**src/rtl/instr_fetch.sv**
```systemverilog
// rtl/instr_fetch.sv - RISC-V instruction fetch stage with one-entry stall buffer and redirect flush
module instr_fetch #(
    parameter logic [31:0] RESET_PC = 32'h0000_0000,
    parameter logic [31:0] NOP      = 32'h0000_0013
) (
    input  logic        clk,
    input  logic        rst,
    output logic        imem_req,
    output logic [31:0] imem_addr,
    input  logic        imem_rvalid,
    input  logic [31:0] imem_rdata,
    input  logic        stall,
    input  logic        redirect,
    input  logic [31:0] redirect_pc,
    output logic [31:0] pc_id,
    output logic [31:0] instruccion_id,
    output logic [6:0]  opcode_id,
    output logic        valid_id
);

    typedef enum logic [1:0] {
        WAIT = 2'd0,
        HOLD = 2'd1,
        DROP = 2'd2
    } state_t;

    state_t      state;
    state_t      state_next;
    logic [31:0] pc;
    logic [31:0] buf_pc;
    logic [31:0] buf_instr;
    logic        ifid_free;
    logic [31:0] redirect_target;

    assign ifid_free       = !valid_id || !stall;
    assign redirect_target = redirect_pc & ~32'h0000_0003;
    assign opcode_id       = instruccion_id[6:0];

    always_ff @(posedge clk or posedge rst) begin
        if (rst) begin
            state <= WAIT;
        end else begin
            state <= state_next;
        end
    end

    // A redirect with a request still in flight must swallow that response in DROP.
    always_comb begin
        state_next = state;
        case (state)
            WAIT: begin
                if (redirect) begin
                    state_next = imem_rvalid ? WAIT : DROP;
                end else if (imem_rvalid && !ifid_free) begin
                    state_next = HOLD;
                end
            end
            HOLD: begin
                if (redirect || !stall) begin
                    state_next = WAIT;
                end
            end
            DROP: begin
                if (imem_rvalid) begin
                    state_next = WAIT;
                end
            end
            default: state_next = WAIT;
        endcase
    end

    always_comb begin
        imem_req  = (state == WAIT) && !rst;
        imem_addr = pc;
    end

    always_ff @(posedge clk or posedge rst) begin
        if (rst) begin
            pc             <= RESET_PC;
            pc_id          <= '0;
            instruccion_id <= NOP;
            valid_id       <= 1'b0;
            buf_pc         <= '0;
            buf_instr      <= NOP;
        end else if (redirect) begin
            pc             <= redirect_target;
            valid_id       <= 1'b0;
            instruccion_id <= NOP;
            buf_pc         <= '0;
            buf_instr      <= NOP;
        end else begin
            case (state)
                WAIT: begin
                    if (imem_rvalid) begin
                        pc <= pc + 32'd4;
                        if (ifid_free) begin
                            pc_id          <= pc;
                            instruccion_id <= imem_rdata;
                            valid_id       <= 1'b1;
                        end else begin
                            buf_pc    <= pc;
                            buf_instr <= imem_rdata;
                        end
                    end else if (ifid_free) begin
                        valid_id       <= 1'b0;
                        instruccion_id <= NOP;
                    end
                end
                HOLD: begin
                    if (!stall) begin
                        pc_id          <= buf_pc;
                        instruccion_id <= buf_instr;
                        valid_id       <= 1'b1;
                    end
                end
                default: begin
                end
            endcase
        end
    end

endmodule

```
**config.mk**
```make
export PLATFORM = sky130hd
export DESIGN_NAME = instr_fetch
export DESIGN_NICKNAME = d
export VERILOG_FILES = /design/src/rtl/instr_fetch.sv
export SDC_FILE = /design/constraint.sdc
export NUM_CORES = 1
export LEC_CHECK = 0
export BUFFER_PORTS_ARGS = -buffer_cell sky130_fd_sc_hd__buf_2
export CAP_MARGIN = 15
export CORE_UTILIZATION = 58
export DETAILED_ROUTE_END_ITERATION = 10
export GPL_ROUTABILITY_DRIVEN = 0
export PLACE_DENSITY = 0.95
export SYNTH_ARGS = -nofsm -noshare
export SYNTH_HDL_FRONTEND = slang
export SYNTH_SLANG_ARGS = --single-unit
export TNS_END_PERCENT = 30
```
**constraint.sdc**
```tcl
create_clock -name clk -period 6.6 [get_ports clk]
set_input_delay 0 -clock clk [delete_from_list [all_inputs] [get_ports clk]]
set_output_delay 0 -clock clk [all_outputs]
set_load 0.01 [all_outputs]
```
== After elaboration in Yosys (flattened, before gate mapping) ==
Cells that the tools add are included.
Widths: inputs -> output; s select.

* Equal/unequal tests: 11
* Add/subtract/negate cells: 1
* Bitwise operators: 1
* Reductions and logical operators: 18
* Multiplexer cells: 33

{| class="wikitable"
|+ Operators by type and width
! operator !! count
|-
| $mux 32 || 19
|-
| $pmux 32 s2 || 2
|-
| $add 32x3->32 const B || 1
|-
| $ne 2x2->1 const B || 6
|-
| $mux 2 || 5
|-
| $ne 3x3->1 const B || 3
|-
| $reduce_and 3->1 || 3
|-
| $pmux 2 s3 || 1
|-
| $reduce_bool 2->1 || 3
|-
| $mux 1 || 5
|-
| $reduce_and 5->1 || 1
|-
| $logic_not 1->1 || 4
|-
| $reduce_bool 3->1 || 1
|-
| $eq 2x1->1 const B || 1
|-
| $eq 2x2->1 const B || 1
|-
| $logic_and 1x1->1 || 2
|-
| $logic_not 2->1 || 1
|-
| $logic_or 1x1->1 || 2
|-
| $pmux 1 s2 || 1
|-
| $reduce_and 2->1 || 1
|-
| $not 1->1 || 1
|}

* Input port bits: 69
* Register bits: 163
* Word-level logic and storage cells: 71
* Output and inout port bits: 105

== Longest topological paths before layout ==
* Depth after elaboration: 7
* Depth in mapped cells: 8
* Depth with buffers taken out: 5

== Worst setup path before layout ==
No wires, ideal clock.

* Kind: reg-to-reg
* From: register pc[2] (netlist: imem_addr[2])
* To: register pc[16] (netlist: imem_addr[16])
* Buffers on the path: 0
* Cell stages (with the launch flop): 6
* Data arrival time: 1.826 ns
* Slack: 4.705 ns
* Data required time: 6.531 ns
* Setup time: 0.069 ns
* Period minus slack after synthesis: 1.895 ns
* Cell sequence: dfrtp_1 ha_1 nand4bb_4 or4_4 or4_1 nand3_1

* Longest elaborated chain between the ends: 4

{| class="wikitable"
|+ RTL lines
! element !! line !! text
|-
| start, declared || 29 || <nowiki>logic [31:0] pc;</nowiki>
|-
| start signal, assigned || 86 || <nowiki>pc <= redirect_target;</nowiki>
|-
| start signal, assigned || 95 || <nowiki>pc <= pc + 32'd4;</nowiki>
|-
| $add 32x3->32 || 95 ||
|-
| $mux 32 || 94 || <nowiki>if (imem_rvalid) begin</nowiki>
|-
| $mux 32 || 92 || <nowiki>case (state)</nowiki>
|-
| $mux 32 || 85 || <nowiki>end else if (redirect) begin</nowiki>
|}

Every way passes these cells. The select of a mux whose other input is x is not followed.
A chain may end at the register's enable or synchronous reset.

== Worst setup path in the final report ==
* From: register state[0]
* To: register buf_instr[2]

* Longest elaborated chain between the ends: 3

{| class="wikitable"
|+ RTL lines
! element !! line !! text
|-
| start, declared || 27 || <nowiki>state_t state;</nowiki>
|-
| start signal, assigned || 43 || <nowiki>state <= state_next;</nowiki>
|-
| $logic_not 2->1 || 92 ||
|-
| $reduce_bool 2->1 (no source line) || n/a ||
|-
| $reduce_and 3->1 (no source line) || n/a ||
|-
| end signal, assigned || 102 || <nowiki>buf_instr <= imem_rdata;</nowiki>
|-
| end, declared || 31 || <nowiki>logic [31:0] buf_instr;</nowiki>
|}

Every way passes these cells.

==> metrics <==
Hold Vio Cnt, Final 0; hold-critical path depth 3; Hold Path Class in -> reg; cell taking the most area after synthesis dfrtp_1; global-route wire length before repair 34900 µm; fin. max-slew vios 0; Routed WL per cell 18.5 µm; DIE AREA 13200 µm²; FMAX 0.373 GHz; R2R Path Start state[0]; Iteration-0 DRC Markers 690; fin crit period 2680 ps; GR Overflow Total 0; end of the critical path buf_instr[2]; most numerous cell in the Yosys netlist nand2_1; adder-cell share of the synthesized area 0.169%; Synth Area in Simple Gates 19.3%; Clk network pwr share 43.7%; row cnt 40; synthesized cell area 7400 µm²; top cells by area, synth dfrtp_1, nand2_1, mux2i_1, o21ai_0, a21oi_1; CP Max Fanout 39; LEAKAGE 4.71 nW; Crit Path Category reg -> reg; Compound-Gate Fraction of Synth Area 12.9%; Inst Count DP 1062; largest buffer count on any clock path 2; Tot GR Track Use 34.5%; DIE WIDTH 115 µm; VDD IR-drop max 0.000180 V; final period utilization 40.6%; DR vias/cell 5.99; xor and xnor area share after synthesis 1.18%; TNS Setup 0 ps; R2R cell count 5; largest net degree at the start of global routing 92; clock slew at the register clock pins of the worst setup and hold paths 60 ps; Reg2Reg Setup Slack 3920 ps; Non-Filler Instances 1163; DRT Pass-1 Iters 5; mux cell area share after synthesis 7.71%; sequential share of the synthesized area 53.9%; core area 12200 µm²; clock root buffer clkbuf_16; status finished clean; routing usage on met2 57.9%; skew final 13.3 ps; Area Growth Syn to Fin 29.8%; main flop type after synthesis dfrtp_1; crit path from state[0]; final instance area 9600 µm²; largest family of logic cells by synthesized area simple AND/OR/NAND/NOR gates; Comb pwr share 13.6%; # nets final 1051; Max Cap Violations 0; Post-DP HPWL 11700 µm; crit start category register; Final WS setup 3920 ps; total CTS buffers 17; initial antenna violation count 0; io pins 174; synth unique cells 42; clk_lat worst skew 430 ps; power per cell area 275 nW/µm²; asr flop ratio synth 100%; syn_area_per_cell 9.39 µm²; Gate Count Post-Synth 788; CTS Sinks 159; DRC Markers 0; CP Depth 5; # port buffers 169; grt peak-use layer met2; crit end category register; CTS H-tree depth 4; CTS tree yes; Psw 0.683 mW; layout cell share with drive strength beyond 1 23.1%; M3 GR Usage 7.70%; Syn. warnings 0; Final setup violation count 0; switch share 25.8%; crit-path leading delay family simple AND/OR/NAND/NOR gates; post-placement cell area 8180 µm²; worst path bufs/invs 1; max_slew headroom 31.0%; starting density of the core 60.6%; Crit-path slowest cell nor3b_4; Pint 1.96 mW; CP required 6850 ps; Yosys top cell area share 51.7%; Core Util, Final 78.6%; Worst Tran Pin Value 1030 ps; RSZ-0062 raised after global routing false; GRT met1 Usage 41.2%; pre-CTS WS 3970 ps; Cell Chain, Critical Path nor3b_4 > nand3_2 > buf_4 > nand2_1 > a21oi_1; Antenna Nets Post-Route 0; synthesized flop and latch total 159; Vias 6966; CP arrival 2930 ps; commonest cells in the netlist nand2_1, dfrtp_1, o21ai_0; vias in the first global route 7138; Die Y 115 µm; share of power burned in registers 42.6%; setup bufs post-CTS 0; WL final 21500 µm; worst r2r dst buf_instr[2]; CP max stage delay 630 ps; Post-synth EDFFs 0
[power by group through the flow]
stage	sequential, mW	combinational [mW]	clock [mW]
after floorplan	1.15	0.156	0
after global placement	1.13	0.303	0
after detailed placement	1.14	0.315	0
after CTS	1.12	0.347	1.16
after global routing	1.13	0.395	1.21
final	1.13	0.361	1.16
[per-layer routing]
metal / wire, µm / part of all wire (%)
met3: 1700 / 7.9
met4: 887 / 4.1
met2: 10700 / 50
met1: 8230 / 38
met5: 0 / 0
[worst min path at each step]
stage,from,to,slack (ps)
after floorplan,rst,imem_req,50
after detailed placement,rst,imem_addr[4],160
after global placement,rst,state[1],160
after CTS,rst,imem_addr[4],260
after global routing,redirect,buf_instr[1],50
final,redirect,buf_instr[1],30
[flip-flops by register name, summed over array words and instances (netlist names)]
name and cells:
buf_instr 32, instruccion_id 32, buf_pc 31, pc_id 31, imem_addr 30, state 2
valid_id 1
[what timing repair did]
item	4_1_cts	5_1_grt
gates resized for setup	0	0
hold endpoints to repair	160	0
hold buffers	65	0
[final cells by class]
type	instances	area, µm²
clock buffers	18	439
diodes	1	2.50
repair buffers	242	1600
multi-input cells	556	3080
fillers	722	2610
clock inverters	14	263
flip-flops and latches	159	3990
well taps	168	210
inverters	5	23.8
[cell families (layout without fill, tap and decap cells)]
group	count (synthesis)	after routing
XOR/XNOR	10	10
multiplexers	57	57
flip-flops	159	159
buffers and inverters	74	279
AND/OR/NAND/NOR	311	311
other	1	3
AO/OA/AOI/OAI	175	175
adder cells (fa/ha/maj)	1	1
[metrics by stage]
step	hold WS [ps]	power (mW)
global placement	158	1.44
CTS	263	2.63
detailed placement	159	1.45
global route	50.9	2.74
floorplan	46.7	1.31
finish	34.7	2.64
[worst reg2reg max path, stage by stage, from the launching register on]
cell and delay, ps:
dfrtp_1 490, nor3b_4 630, nand3_2 630, buf_4 510
nand2_1 160, a21oi_1 90
[placed cells by master, fill, tap and decap left out, types with 4 or more instances in the layout]
master,instances
dfrtp_1,153
nor2_1,30
and3_1,6
dlygate4sd3_1,65
bufinv_16,7
nand3_1,15
xor2_1,6
nand4_1,8
xnor2_1,4
clkbuf_16,17
clkinvlp_4,4
inv_1,4
o21ai_1,6
mux2i_1,57
nand2_1,212
a21oi_1,63
or4_1,15
o21ai_0,69
buf_4,5
o31ai_1,11
o211ai_1,4
dfstp_2,6
buf_2,169
a31oi_1,15
No activity file was read; power rests on OpenSTA's default activity.
